--- config.mk ---
export PLATFORM = sky130hd
export DESIGN_NAME = alu_word_sequencer
export DESIGN_NICKNAME = d
export VERILOG_FILES = /design/src/rtl/alu_word_sequencer.sv
export SDC_FILE = /design/constraint.sdc
export NUM_CORES = 1
export LEC_CHECK = 0
export CORE_MARGIN = 1.5
export CORE_UTILIZATION = 30
export DETAILED_ROUTE_END_ITERATION = 7
export SLEW_MARGIN = 20
export SYNTH_ARGS = -nofsm -noshare
export SYNTH_HDL_FRONTEND = slang
export SYNTH_SLANG_ARGS = --single-unit
--- constraint.sdc ---
create_clock -name clk -period 1.9 [get_ports clk]
set_clock_uncertainty 0.1 [all_clocks]
set_input_delay 0.38 -clock clk [delete_from_list [all_inputs] [get_ports clk]]
set_output_delay 0.38 -clock clk [all_outputs]
set_load 0.01 [all_outputs]
--- src/rtl/alu_word_sequencer.sv ---
// alu_word_sequencer: runs NIBBLES x 4-bit add/sub/AND/OR through an external 4-bit ALU slice.
// Ports:
//   clk, rst_n                      clock, asynchronous active-low reset
//   cmd_valid_i/cmd_ready_o         command handshake; cmd_op_i (00 add, 01 sub, 10 and, 11 or), cmd_a_i, cmd_b_i
//   alu_a_o/alu_b_o/alu_opcode_o/alu_cin_o   drive to the ALU slice
//   alu_result_i/alu_cout_i         combinational return from the ALU slice
//   out_valid_o/out_ready_i         result handshake; out_result_o plus carry/zero/neg/ovf flags
module alu_word_sequencer #(
    parameter int NIBBLES = 4
) (
    input  logic                   clk,
    input  logic                   rst_n,
    input  logic                   cmd_valid_i,
    output logic                   cmd_ready_o,
    input  logic [1:0]             cmd_op_i,
    input  logic [4*NIBBLES-1:0]   cmd_a_i,
    input  logic [4*NIBBLES-1:0]   cmd_b_i,
    output logic [3:0]             alu_a_o,
    output logic [3:0]             alu_b_o,
    output logic [1:0]             alu_opcode_o,
    output logic                   alu_cin_o,
    input  logic [3:0]             alu_result_i,
    input  logic                   alu_cout_i,
    output logic                   out_valid_o,
    input  logic                   out_ready_i,
    output logic [4*NIBBLES-1:0]   out_result_o,
    output logic                   out_carry_o,
    output logic                   out_zero_o,
    output logic                   out_neg_o,
    output logic                   out_ovf_o
);
    localparam int W  = 4 * NIBBLES;
    localparam int IW = NIBBLES > 1 ? $clog2(NIBBLES) : 1;
    localparam logic [IW-1:0] LAST = IW'(NIBBLES - 1);
    typedef enum logic [1:0] {IDLE = 2'd0, RUN = 2'd1, DONE = 2'd2} state_t;
    state_t          state_q, state_d;
    logic [1:0]      op_q, op_d;
    logic [W-1:0]    a_q, a_d, b_q, b_d, res_q, res_d;
    logic            carry_q, carry_d;
    logic [IW-1:0]   idx_q, idx_d;
    logic            run, done, arith, sa, sb, sr;
    always_ff @(posedge clk or negedge rst_n) begin
        if (!rst_n) begin
            state_q <= IDLE;
            op_q    <= '0;
            a_q     <= '0;
            b_q     <= '0;
            res_q   <= '0;
            carry_q <= 1'b0;
            idx_q   <= '0;
        end else begin
            state_q <= state_d;
            op_q    <= op_d;
            a_q     <= a_d;
            b_q     <= b_d;
            res_q   <= res_d;
            carry_q <= carry_d;
            idx_q   <= idx_d;
        end
    end
    always_comb begin
        state_d = state_q;
        op_d    = op_q;
        a_d     = a_q;
        b_d     = b_q;
        res_d   = res_q;
        carry_d = carry_q;
        idx_d   = idx_q;
        case (state_q)
            IDLE: if (cmd_valid_i) begin
                op_d    = cmd_op_i;
                a_d     = cmd_a_i;
                b_d     = cmd_b_i;
                idx_d   = '0;
                // sub starts with carry 1: the ALU adds ~b, so this completes the two's complement
                carry_d = cmd_op_i == 2'b01;
                state_d = RUN;
            end
            RUN: begin
                res_d[{idx_q, 2'b00} +: 4] = alu_result_i;
                carry_d = op_q[1] ? carry_q : alu_cout_i;
                idx_d   = idx_q + 1'b1;
                state_d = idx_q == LAST ? DONE : RUN;
            end
            DONE: state_d = out_ready_i ? IDLE : DONE;
            default: state_d = IDLE;
        endcase
    end
    assign run          = state_q == RUN;
    assign done         = state_q == DONE;
    assign cmd_ready_o  = state_q == IDLE;
    assign out_valid_o  = done;
    assign alu_a_o      = run ? a_q[{idx_q, 2'b00} +: 4] : 4'h0;
    assign alu_b_o      = run ? b_q[{idx_q, 2'b00} +: 4] : 4'h0;
    assign alu_cin_o    = run & carry_q;
    assign alu_opcode_o = op_q;
    assign arith        = ~op_q[1];
    assign sa           = a_q[W-1];
    assign sb           = b_q[W-1];
    assign sr           = res_q[W-1];
    assign out_result_o = res_q;
    // flags are only meaningful while a result is presented; held low otherwise
    assign out_carry_o  = done & arith & carry_q;
    assign out_zero_o   = done & (res_q == '0);
    assign out_neg_o    = done & sr;
    assign out_ovf_o    = done & arith & (op_q[0] ? (sa != sb) : (sa == sb)) & (sr != sa);
endmodule

==> impl.org, run 1 <==
** Status
- The run finished, with violations left.
- Violations in the final reports :: setup timing

** Floorplanning
- Full die area :: about 9100 um^2
- Total core area :: 8258 um^2
- Initial Util :: 31.15%
- Rows :: 33
- Width of the die :: around 96 um
- Number of primary I/O pins :: 76
- Vert. Die Dim :: between 90 and 100 um

** STA
- Count of endpoints failing setup in the final report :: 9
- Number of pins exceeding their max-slew limit in the final report :: 0
- Final critical delay including setup and external delays :: between 2 and 2.5 ns
- At the pin with the least slew margin, the transition time is 0.5721 ns.
- Tcrit/Tclk final :: 113.6%
- Remaining max-slew budget at the tightest pin :: a little over 60%
- Setup repair after global routing could not meet its margin everywhere.
- Maximum clock rate :: approximately 460 MHz
- Setup slack after layout :: -0.2583 ns
- Final-layout setup total negative slack :: -1.786 ns
- Worst-case hold slack :: 0.3934 ns
- The total count of hold-check failures in the final report was 0.

** Logic synthesis
- Net count of the mapped netlist :: about 240
- Top flip-flop cell by instance count after synthesis :: sky130_fd_sc_hd__dfrtp_1
- The cell count after synthesis came out at 190.
- Share of synthesized area occupied by flip-flops and latches :: 53.50%
- The portion of synthesized area spent on multiplexers is ~22%.
- The synthesized netlist contains 35 unique library cells.
- Xor/xnor cell area share of the yosys netlist :: less than 1%
- Counting flops and latches in the post-synthesis netlist gives 55.
- Compound-cell area share of the yosys netlist :: under 10%
- EDFF count, synth :: 0
- Summing the areas of all and, or, nand and nor instances in the mapped netlist gives 12.21% of the synthesized area.
- Average cell area after synthesis :: approximately 14 um^2
- For this run, the number of Yosys warnings is 0.
- Post-Synth Adder-Cell Area :: slightly below 3%
- Largest family of logic cells by synthesized area :: multiplexers
- In the synthesized netlist the async set-or-reset flop fraction comes to 100.0%.
- The cell area that synthesis handed to floorplanning was 2572 um^2.

** Job
- Number of max-cap violations :: 0

** Cells and area
- In the layout the commonest cells are sky130_fd_sc_hd__clkdlybuf4s50_1, sky130_fd_sc_hd__dfrtp_1, sky130_fd_sc_hd__buf_4.
- The library cell used most frequently in the layout, excluding fill and tap cells, is sky130_fd_sc_hd__clkdlybuf4s50_1.
- In the final layout, the share of cells above drive strength 1 is 40.63%.
- In the final layout, flip-flops and latches occupy between 1000 and 1500 um^2.
- Footprint of the multi-input gates :: 1234 um^2
- Relative to the synthesized area, the layout overhead comes to 55.11%.
- Final #Nets :: 363
- Antenna fix cells :: 0
- Layout Cell Area excl Fill :: between 3000 and 4000 um^2
- The finished layout holds between 400 and 500 standard cells, fillers aside.
- Final core utilization :: between 40% and 50%
- Filler cell count :: about 770

** Global routing
- Global routing consumed, over all layers together, between 10% and 20% of the routing resources.
- After global routing the overflow that remains totals 0.
- Largest net degree at the start of global routing :: 25
- Vias in the first global route :: 2006
- The number of antenna violations at the first check in global routing was 0.
- The first global-routing pass estimated 9.901 mm of wire.

** Detailed routing
- Average via count per standard cell :: approximately 4.6
- Wires add up to a little over 6 mm.
- Number of iterations in the first detailed-routing pass :: 4
- Number of routed nets with antenna violations :: 0
- Total via count in the routed design :: 1915
- For this run, design rule violations remaining after detail routing come to 0.
- For this block, the initial DRC count from the detailed router was 44.
- Dividing the detail-routed wire length by the instance count gives between 10 and 15 um.

** Placement
- After legalization and detailed placement, the total HPWL measured roughly 4.7 mm.
- Number of buffers inserted by port buffering :: between 70 and 80
- Routability cong. :: slightly below 0.8
- Dpl ws :: -0.2902 ns
- In this run, placement finished with an instance count of 406.
- The placed instances occupy a cell area of between 3000 and 4000 um^2.

** Clock network
- H-tree levels :: 2
- Clk Tree Root Cell :: sky130_fd_sc_hd__clkbuf_8
- Clock tree synthesis inserted a total of 5 buffers.
- Number of sinks driven by the clock tree :: 55
- TritonCTS built the clock tree.
- Worst-path clk slew :: about 0.11 ns
- Clock buffer depth :: 2
- For the worst-skew pair, the clock arrives at the later sink with an insertion delay of between 0.3 and 0.4 ns.

** Critical path
- The worst setup path is captured at an output port.
- For the worst setup path, the data arrival time is between 1.5 and 2 ns.
- Worst Reg2Reg Path Length in Cells :: 8
- Launching element type of the critical path :: register
- Worst Setup Path Type :: register to output port
- Of all nets on the critical path, the largest fanout is 3.
- Worst setup slack for register-to-register paths :: about 0.060 ns
- STA puts the critical path data required time at around 1.4 ns.

** Power
- Leak :: roughly 1.8 nW
- VDD sags by at most approximately 670 uV.
- Power per standard cell area :: around 1700 nW/um^2
- Total Power Consumption :: between 6 and 7 mW

** Min path
- Along the worst hold path, the cell count comes to 1.
- In this run the worst hold path is classified as register to register.
-- power by group --
part	leakage [nW]	internal, mW	switching (mW)
registers	0.678	1.75	0.352
logic	1.03	2.54	1.59
clock network	0.0454	0.266	0.380
-- state kept, by name, summed over array words and instances, names as in the netlist --
signal and flops:
a_q 16, b_q 16, out_result_o 16, alu_opcode_o 2
idx_q 2, state_q 2, carry_q 1
-- cell usage after synthesis (2+ instances only) --
cell	n	area, um^2
sky130_fd_sc_hd__nand2_1	17	63.81
sky130_fd_sc_hd__nand2b_1	2	12.51
sky130_fd_sc_hd__nor2b_1	2	12.51
sky130_fd_sc_hd__buf_2	3	15.01
sky130_fd_sc_hd__nor4_1	3	18.77
sky130_fd_sc_hd__dfrtp_1	55	1376
sky130_fd_sc_hd__a22o_1	8	70.07
sky130_fd_sc_hd__mux4_2	8	180.2
sky130_fd_sc_hd__nand3b_1	2	15.01
sky130_fd_sc_hd__inv_1	4	15.01
sky130_fd_sc_hd__mux2_2	28	315.3
sky130_fd_sc_hd__mux2_1	6	67.56
sky130_fd_sc_hd__o21ai_0	7	35.03
sky130_fd_sc_hd__ha_1	6	75.07
sky130_fd_sc_hd__and2_1	10	62.56
sky130_fd_sc_hd__buf_6	2	22.52
sky130_fd_sc_hd__or3_1	2	12.51
sky130_fd_sc_hd__clkbuf_1	2	7.510
sky130_fd_sc_hd__nor2_1	3	11.26
sky130_fd_sc_hd__o2bb2ai_1	4	35.03
sky130_fd_sc_hd__nor3_1	2	10.01
-- metal layers --
metal | up-vias | track usage (%) | wire, um
met3 | 4 | 2.711 | 261
li1 | 941 | - | -
met5 | - | 0 | 0
met4 | 0 | 4.044 | 69
met1 | 924 | 19.82 | 2963
met2 | 46 | 23.12 | 2944
-- path summary, 6_finish.rpt --
check                                      from                      endpoint
setup / recovery           idx_q[0]$_DFFE_PN0P_                    alu_a_o[3]
hold / removal               a_q[9]$_DFFE_PN0P_            a_q[9]$_DFFE_PN0P_
setup reg to reg           idx_q[0]$_DFFE_PN0P_  out_result_o[15]$_DFFE_PN0P_
hold reg to reg              a_q[9]$_DFFE_PN0P_            a_q[9]$_DFFE_PN0P_
max in group asynchronous                 rst_n           b_q[15]$_DFFE_PN0P_
min in group asynchronous                 rst_n            a_q[0]$_DFFE_PN0P_
-- repair_timing --
action	in CTS	in global routing
resized for setup	67	27
buffers inserted	3	3
pin swaps	11	9
gates cloned	0	0
endpoints found under the setup margin	16	29
endpoints found under the hold margin	22	0
hold buffers	1	0
-- cell type report --
type	count	area share [%]
Clock inverter	2	0.4390
Inverter	4	0.3763
Multi-Input combinational cell	124	30.92
Timing Repair Buffer	124	28.60
Tap cell	105	3.293
Sequential cell	55	34.56
Clock buffer	6	1.819
-- logic make-up (layout without fill, tap and decap cells) --
logic type / after synthesis / after routing
DFF: 55 / 55
and+or+nand+nor: 52 / 52
muxes: 43 / 43
AOI/OAI and AO/OA: 22 / 22
buffers and inverters: 11 / 136
adders and majority gates: 6 / 6
xor gates and xnor gates: 1 / 1
-- critical path, cell delays in order (launching register included) --
cell	delay [ns]
sky130_fd_sc_hd__dfrtp_2	0.43
sky130_fd_sc_hd__buf_6	0.11
sky130_fd_sc_hd__buf_6	0.08
sky130_fd_sc_hd__mux4_2	0.47
sky130_fd_sc_hd__and2_4	0.15
sky130_fd_sc_hd__buf_6	0.11
Note: power is estimated with default switching activity, not from simulation.
==> inputs of run 2 (changes only) <==
--- a/config.mk
+++ b/config.mk
@@ -8,6 +8,7 @@
 export CORE_MARGIN = 1.5
 export CORE_UTILIZATION = 30
 export DETAILED_ROUTE_END_ITERATION = 7
+export GPL_TIMING_DRIVEN = 0
 export SLEW_MARGIN = 20
 export SYNTH_ARGS = -nofsm -noshare
 export SYNTH_HDL_FRONTEND = slang
==> impl.org, run 2 (synthesis gave the netlist of run 1 again) <==
** Placement
- Before CTS, the worst setup slack after placement is -0.5780 ns.
- Detail Placement HPWL :: around 4.2 mm
- Routability-driven placement finished with a final weighted congestion of ~0.76.
- Cell total after placement :: 370
- Buffers placed on the I/O ports in this run total 75.

** Critical path
- CP Data Required Time :: approximately 1.4 ns
- Among all stages on the critical path, the largest delay is contributed by sky130_fd_sc_hd__mux4_2.
- Element type at the critical path end :: output port
- Worst Reg2Reg Path Length in Cells :: 8
- Critical Path, Cell by Cell :: buf_12 -> mux4_2 -> and2_4 -> buf_6
- Data arrives at the worst endpoint at around 1.6 ns.
- The startpoint identified for the worst register-to-register timing path is idx_q[0]$_DFFE_PN0P_.
- Worst Setup Path Type :: register to output port
- Launching element type of the critical path :: register
- In this run the worst path has a maximum fanout of 7.
- In this run the critical register-to-register path is captured at out_result_o[9]$_DFFE_PN0P_.
- The largest single stage delay on the critical path is 0.49 ns.
- In this run the register-to-register setup slack is -0.04 ns.

** Floorplanning
- Rows :: 33
- Full die area :: slightly above 9000 um^2
- Vert. Die Dim :: ~96 um
- For this configuration, the core starts out at a cell density of a little under a third.
- Number of primary I/O pins :: 76
- The floorplan step defined a core boundary enclosing 8258 um^2.
- Width of the die :: 95.60 um

** STA
- Measured against its own limit, the worst slew margin works out to between 50% and 60%.
- For the finished layout, the period the worst path requires is approximately 2.1 ns.
- Static timing analysis puts the maximum clock frequency at just under 500 MHz.
- The total count of hold-check failures in the final report came to 0.
- Setup repair after global routing could not meet its margin everywhere.
- At the pin with the least slew margin, the transition time is between 0.7 and 0.8 ns.
- Tcrit/Tclk final :: 109.6%
- Count of endpoints failing setup in the final report :: 14
- Number of pins exceeding their max-slew limit in the final report :: 0
- Across all setup checks in the final design, the least slack found is -0.1830 ns.

** Cells and area
- Leading cell type in the layout, fill and taps excluded :: sky130_fd_sc_hd__clkdlybuf4s50_1
- Share of post-route cells with drive strength above 1 :: 39.86%
- In the layout the commonest cells are sky130_fd_sc_hd__clkdlybuf4s50_1, sky130_fd_sc_hd__dfrtp_1, sky130_fd_sc_hd__mux2_2.
- P&R area growth vs syn :: 51.26%
- 0 antenna diodes ended up in the layout.
- For this run, the post-layout net count is between 300 and 400.
- Count of placed standard cells in the final layout, fillers left out :: 396

** Clock network
- Clk Tree Root Cell :: sky130_fd_sc_hd__clkbuf_8
- Clock buffer depth :: 2
- For this design, the sink count on the clock tree is 55.
- Cts hold-fix bufs :: 0
- H-tree levels :: 2
- Worst-path clk slew :: roughly 0.10 ns
- Buffers inserted during clock tree synthesis total 5.
- TritonCTS clock tree :: yes
- For the worst-skew pair, the clock arrives at the later sink with an insertion delay of just over 0.3 ns.

** Min path
- Worst Hold Class :: input port to asynchronous set/reset pin

** Global routing
- The via count of the first global-routing pass is about 1.9k.
- For this run, the total global-route usage over all layers was measured as between 10 and 15%.
- Total congestion overflow :: 0
- Antenna violations before repair :: 0
- Largest net degree at the start of global routing :: 56
- The first global-routing pass estimated 10.14 mm of wire.

** Detailed routing
- Post-detailed-route wirelength per cell :: between 15 and 20 um
- Detailed Route Iter0 Violations :: 36
- In the routed layout, each cell is associated on average with a via count of 4.770.
- DR DRC count :: 0
- The final layout contains routed wiring with a total length of about 6.4 mm.
- The count of nets left with antenna violations once routing finished came out at 0.
- The first TritonRoute pass finished after 4 iterations.
- The detailed router placed 1889 vias in this run.

** Power
- Across the VDD grid, the largest voltage drop is between 500 and 600 uV.
- Power per standard cell area :: roughly 1800 nW/um^2
- In this run the static leakage power is ~1.7 nW.
- Total power for the finished layout comes to between 6 and 7 mW.

** Job
- Number of max-cap violations :: 0

** Status
- Violations in the final reports :: setup timing
- Status :: finished with violations
## run 2: timing repair
item                                   4_1_cts  5_1_grt
cloned                                       0        0
setup endpoints to repair                   33       37
setup buffers                               17        2
pin swaps                                   14       16
endpoints found under the hold margin        0        0
resized for setup                           90       32
## run 2: layout make-up
class,count,area [um^2]
buffer,6,56.30
clock buffer,6,82.58
clock inverter,2,35.03
fill,777,4367
inverter,4,22.52
multi-input combinational,124,1276
sequential,55,1383
tap,105,131.4
timing repair buffer,94,904.6
## run 2: how the worst max path moves through the flow
stage	slack, ns	endpoint	start	cells past startpoint
2_1_floorplan	0.001	out_result_o[0]$_DFFE_PN0P_	idx_q[1]$_DFFE_PN0P_	5
3_3_place_gp	-1.42	a_q[4]$_DFFE_PN0P_	rst_n	1
3_5_place_dp	-0.58	alu_a_o[2]	idx_q[1]$_DFFE_PN0P_	4
4_1_cts	-0.28	alu_a_o[2]	idx_q[0]$_DFFE_PN0P_	5
5_1_grt	-0.25	alu_b_o[2]	idx_q[0]$_DFFE_PN0P_	4
6_report	-0.18	alu_a_o[2]	idx_q[0]$_DFFE_PN0P_	4
## run 2: power by group
group          internal (mW)  switching [mW]  total [mW]
sequential              1.76           0.419        2.18
combinational           2.34            1.52        3.86
clock                  0.427           0.385       0.812
## run 2: metal layers
layer  vias up  global-route usage [%]  part of all wire (%)
li1        892                       -                     -
met5         -                       0                     0
met4         0                   4.657                   1.0
met2        51                   23.53                    47
met3         5                   2.552                   4.3
met1       941                   20.59                    48
## run 2: through the flow
stage / area (um^2) / hold WS [ns] / utilization, % / setup TNS, ns
after floorplan: 2572 / -0.01559 / - / 0
after global routing: 3891 / 0.06332 / 47.12 / -3.806
after detailed placement: 3452 / 0.3707 / 41.80 / -15.07
after global placement: 3455 / 0.3625 / 41.83 / -92.43
final: 3891 / 0.01332 / 47.12 / -1.619
after CTS: 3791 / 0.03725 / 45.91 / -2.036
## run 2: critical path, delay by kind of cell, from the launching register on
family	cells	cell delay, ns
flip-flops	1	0.40
buffers and inverters	2	0.25
multiplexers	1	0.49
AND/OR/NAND/NOR	1	0.15
==> inputs of run 3 (changes only) <==
--- a/config.mk
+++ b/config.mk
@@ -5,7 +5,7 @@
 export SDC_FILE = /design/constraint.sdc
 export NUM_CORES = 1
 export LEC_CHECK = 0
-export CORE_MARGIN = 1.5
+export CORE_MARGIN = 4
 export CORE_UTILIZATION = 30
 export DETAILED_ROUTE_END_ITERATION = 7
 export GPL_TIMING_DRIVEN = 0
==> constraint.sdc (replaced) <==
create_clock -name clk -period 1.9 [get_ports clk]
set_clock_uncertainty 0.1 [all_clocks]
set_input_delay 0.38 -clock clk [delete_from_list [all_inputs] [get_ports clk]]
set_output_delay 0.38 -clock clk [all_outputs]
set_load 0.05 [all_outputs]
==> impl.org, run 3 (synthesis gave the netlist of run 1 again) <==
** Status
- The run finished, with violations left.
- Violations in the final reports :: setup timing

** Detailed routing
- Number of iterations in the first detailed-routing pass :: 5
- After detailed routing, the average wire length per cell comes to ~16 um.
- Total via count in the routed design :: between 1.5k and 2k
- Number of routed nets with antenna violations :: 0
- DR DRC count :: 0
- After the first detailed-routing iteration, the DRC count stood at 67.
- In the routed layout, each cell is associated on average with a via count of about 4.7.
- Summed over all layers, the routed wires come to around 6.4 mm.

** Clock network
- H-tree levels :: 2
- The clock reaches the later pin of the worst-skew pair after approximately 0.3 ns.
- CTS Buf Count :: 5
- Clock buffer depth :: 2
- TritonCTS built the clock tree.
- Cts hold-fix bufs :: 0
- Clock-pin slew was measured on the worst setup and hold paths at 0.09 ns.
- For this design, the sink count on the clock tree is 55.
- Clk Tree Root Cell :: sky130_fd_sc_hd__clkbuf_8

** Placement
- Detailed placement finished with a half-perimeter wire length of 4.444 mm.
- Cell total after placement :: 370
- The count of buffers added on input and output ports is between 70 and 80.
- Routability cong. :: roughly 0.74
- DP Area :: about 3500 um^2

** Cells and area
- At the end of the flow, the number of nets in the layout was between 300 and 400.
- P&R area growth vs syn :: 54.13%
- Commonest cells after routing, fill and taps aside :: sky130_fd_sc_hd__dfrtp_1, sky130_fd_sc_hd__clkdlybuf4s50_1, sky130_fd_sc_hd__mux2_2
- Antenna fix cells :: 0
- Count of placed standard cells in the final layout, fillers left out :: approximately 400
- Layout Cell Area excl Fill :: 3965 um^2
- The post-route netlist has between 40% and 50% of its cells at a drive strength greater than 1.
- Final core utilization :: between 40% and 50%
- Leaving out fill and tap cells, the most frequent cell in the layout is sky130_fd_sc_hd__dfrtp_1.

** Global routing
- Largest net degree at the start of global routing :: 56
- For this run the aggregate overflow at the end of global routing stands at 0.
- The first global-routing pass estimated around 10 mm of wire.
- Antenna violations before repair :: 0
- Vias in the first global route :: about 2.0k
- Total routing resource utilization after global routing :: 12.80%

** Critical path
- Walking the worst path, the cells encountered are buf_12 -> mux4_2 -> and2_4 -> buf_8.
- Launching element type of the critical path :: register
- STA classifies the critical path endpoint as an output port.
- CP Data Required Time :: ~1.4 ns
- The worst register-to-register path begins at idx_q[0]$_DFFE_PN0P_.
- Of all nets on the critical path, the largest fanout is 7.
- Timing startpoint of the critical path :: idx_q[0]$_DFFE_PN0P_
- CP max stage delay :: between 0.4 and 0.5 ns
- Worst Setup Path Type :: register to output port
- Slowest cell on the critical path :: sky130_fd_sc_hd__mux4_2
- Arrival time of data at the critical path endpoint :: roughly 1.7 ns

** STA
- The total count of hold-check failures in the final report is 0.
- Final-layout setup total negative slack :: -2.280 ns
- Setup violations remaining at the end of the flow were counted as 14.
- Transition time of the tightest slew-check pin :: ~0.7 ns
- Counting I/O delays and the setup requirement, the final critical path takes 2.143 ns.
- Dividing the final minimum period by the clock period gives 112.8%.
- Setup repair after global routing could not meet its margin everywhere.
- The final max-slew violation count was 0.
- Maximum clock rate :: 466.7 MHz
- Setup slack on the critical path of the routed design comes to -0.2429 ns.
- Remaining max-slew budget at the tightest pin :: about 53%

** Power
- In this run the static leakage power is 1.744 nW.
- Per report_power, the sequential group accounts for a little over a quarter of the total.
- Per report_power, the combinational group accounts for 64.2% of the total.
- Clock Power Share :: a little under a tenth
- Sw frac :: 43.02%
- Total Power Consumption :: a little over 8 mW
- Power spent charging and discharging nets :: roughly 3.5 mW
- For this design the ratio of total power to cell area is just over 2000 nW/um^2.
- Largest vdd supply drop :: roughly 1100 uV
- Design internal power :: between 4 and 5 mW

** Min path
- The path class of the tightest hold or removal check is input port to asynchronous set/reset pin.

** Floorplanning
- After floorplanning, the core was sized to cover around 8300 um^2.
- The floorplan has 33 rows.
- Width of the die :: just over 100 um
- 76 I/O pins were placed.
- Initial Util :: a little under a third
- Vert. Die Dim :: about 100 um
- Full die area :: 10120 um^2

** Job
- Across the run, the number of max-cap violations was 0.
==> run 3: cell count changes in the layout (fill, tap and decap cells not counted), moves of 4 or more <==
cell and delta:
sky130_fd_sc_hd__clkdlybuf4s50_1 -16, sky130_fd_sc_hd__dlygate4sd2_1 +16, sky130_fd_sc_hd__buf_8 +10, sky130_fd_sc_hd__buf_4 +5
sky130_fd_sc_hd__and2_1 -4, sky130_fd_sc_hd__buf_2 -4
==> run 3: path summary, 6_finish.rpt <==
path	slack, ns	depth (start not counted)	to
worst min register to register	0.39	1	a_q[8]$_DFFE_PN0P_
min in group clk	0.39	1	a_q[8]$_DFFE_PN0P_
worst max-delay path	-0.24	4	alu_a_o[0]
worst max register to register	-0.07	8	out_result_o[0]$_DFFE_PN0P_
max in group asynchronous	1.18	1	out_result_o[15]$_DFFE_PN0P_
worst min-delay path	0.02	1	b_q[4]$_DFFE_PN0P_
==> run 3: what timing repair did <==
item / 4_1_cts / 5_1_grt
pin swaps: 11 / 14
endpoints found under the setup margin: 50 / 29
resized for setup: 151 / 34
setup buffers: 8 / 14
==> run 3: routing by layer <==
layer	up-vias	part of all wire [%]	global-route usage [%]
met5	-	0	0
met3	6	6.3	3.253
met1	899	43	16.67
met2	52	50	21.32
li1	900	-	-
met4	0	0.89	3.109
==> run 3: through the flow <==
step,hold slack (ns),setup slack (ns)
floorplan,-0.01559,-0.3463
global placement,0.3658,-1.431
detailed placement,0.3714,-0.8706
CTS,0.03869,-0.2656
global route,0.07900,-0.3081
finish,0.02015,-0.2429
==> run 3: cell type report <==
cell class	count	area, um^2
Sequential cell	55	1381
Timing Repair Buffer	97	943.4
Inverter	4	22.52
Fill cell	754	4334
Multi-Input combinational cell	124	1303
Tap cell	105	131.4
Clock inverter	1	30.03
Buffer	7	81.33
Clock buffer	6	72.57
==> run 3: power by group through the flow <==
stage | registers (mW) | clock network (mW) | logic, mW
detailed placement | 2.22 | 0 | 4.19
global route | 2.30 | 0.808 | 5.64
floorplan | 2.71 | 0 | 2.40
global placement | 2.19 | 0 | 4.16
finish | 2.20 | 0.747 | 5.30
CTS | 2.18 | 0.775 | 4.79
==> run 3: worst max-delay path: cells and delay by family (launching register included) <==
kind | cells | cell delay, ns
multiplexers | 1 | 0.49
buffers and inverters | 2 | 0.28
flip-flops | 1 | 0.42
AND/OR/NAND/NOR | 1 | 0.16
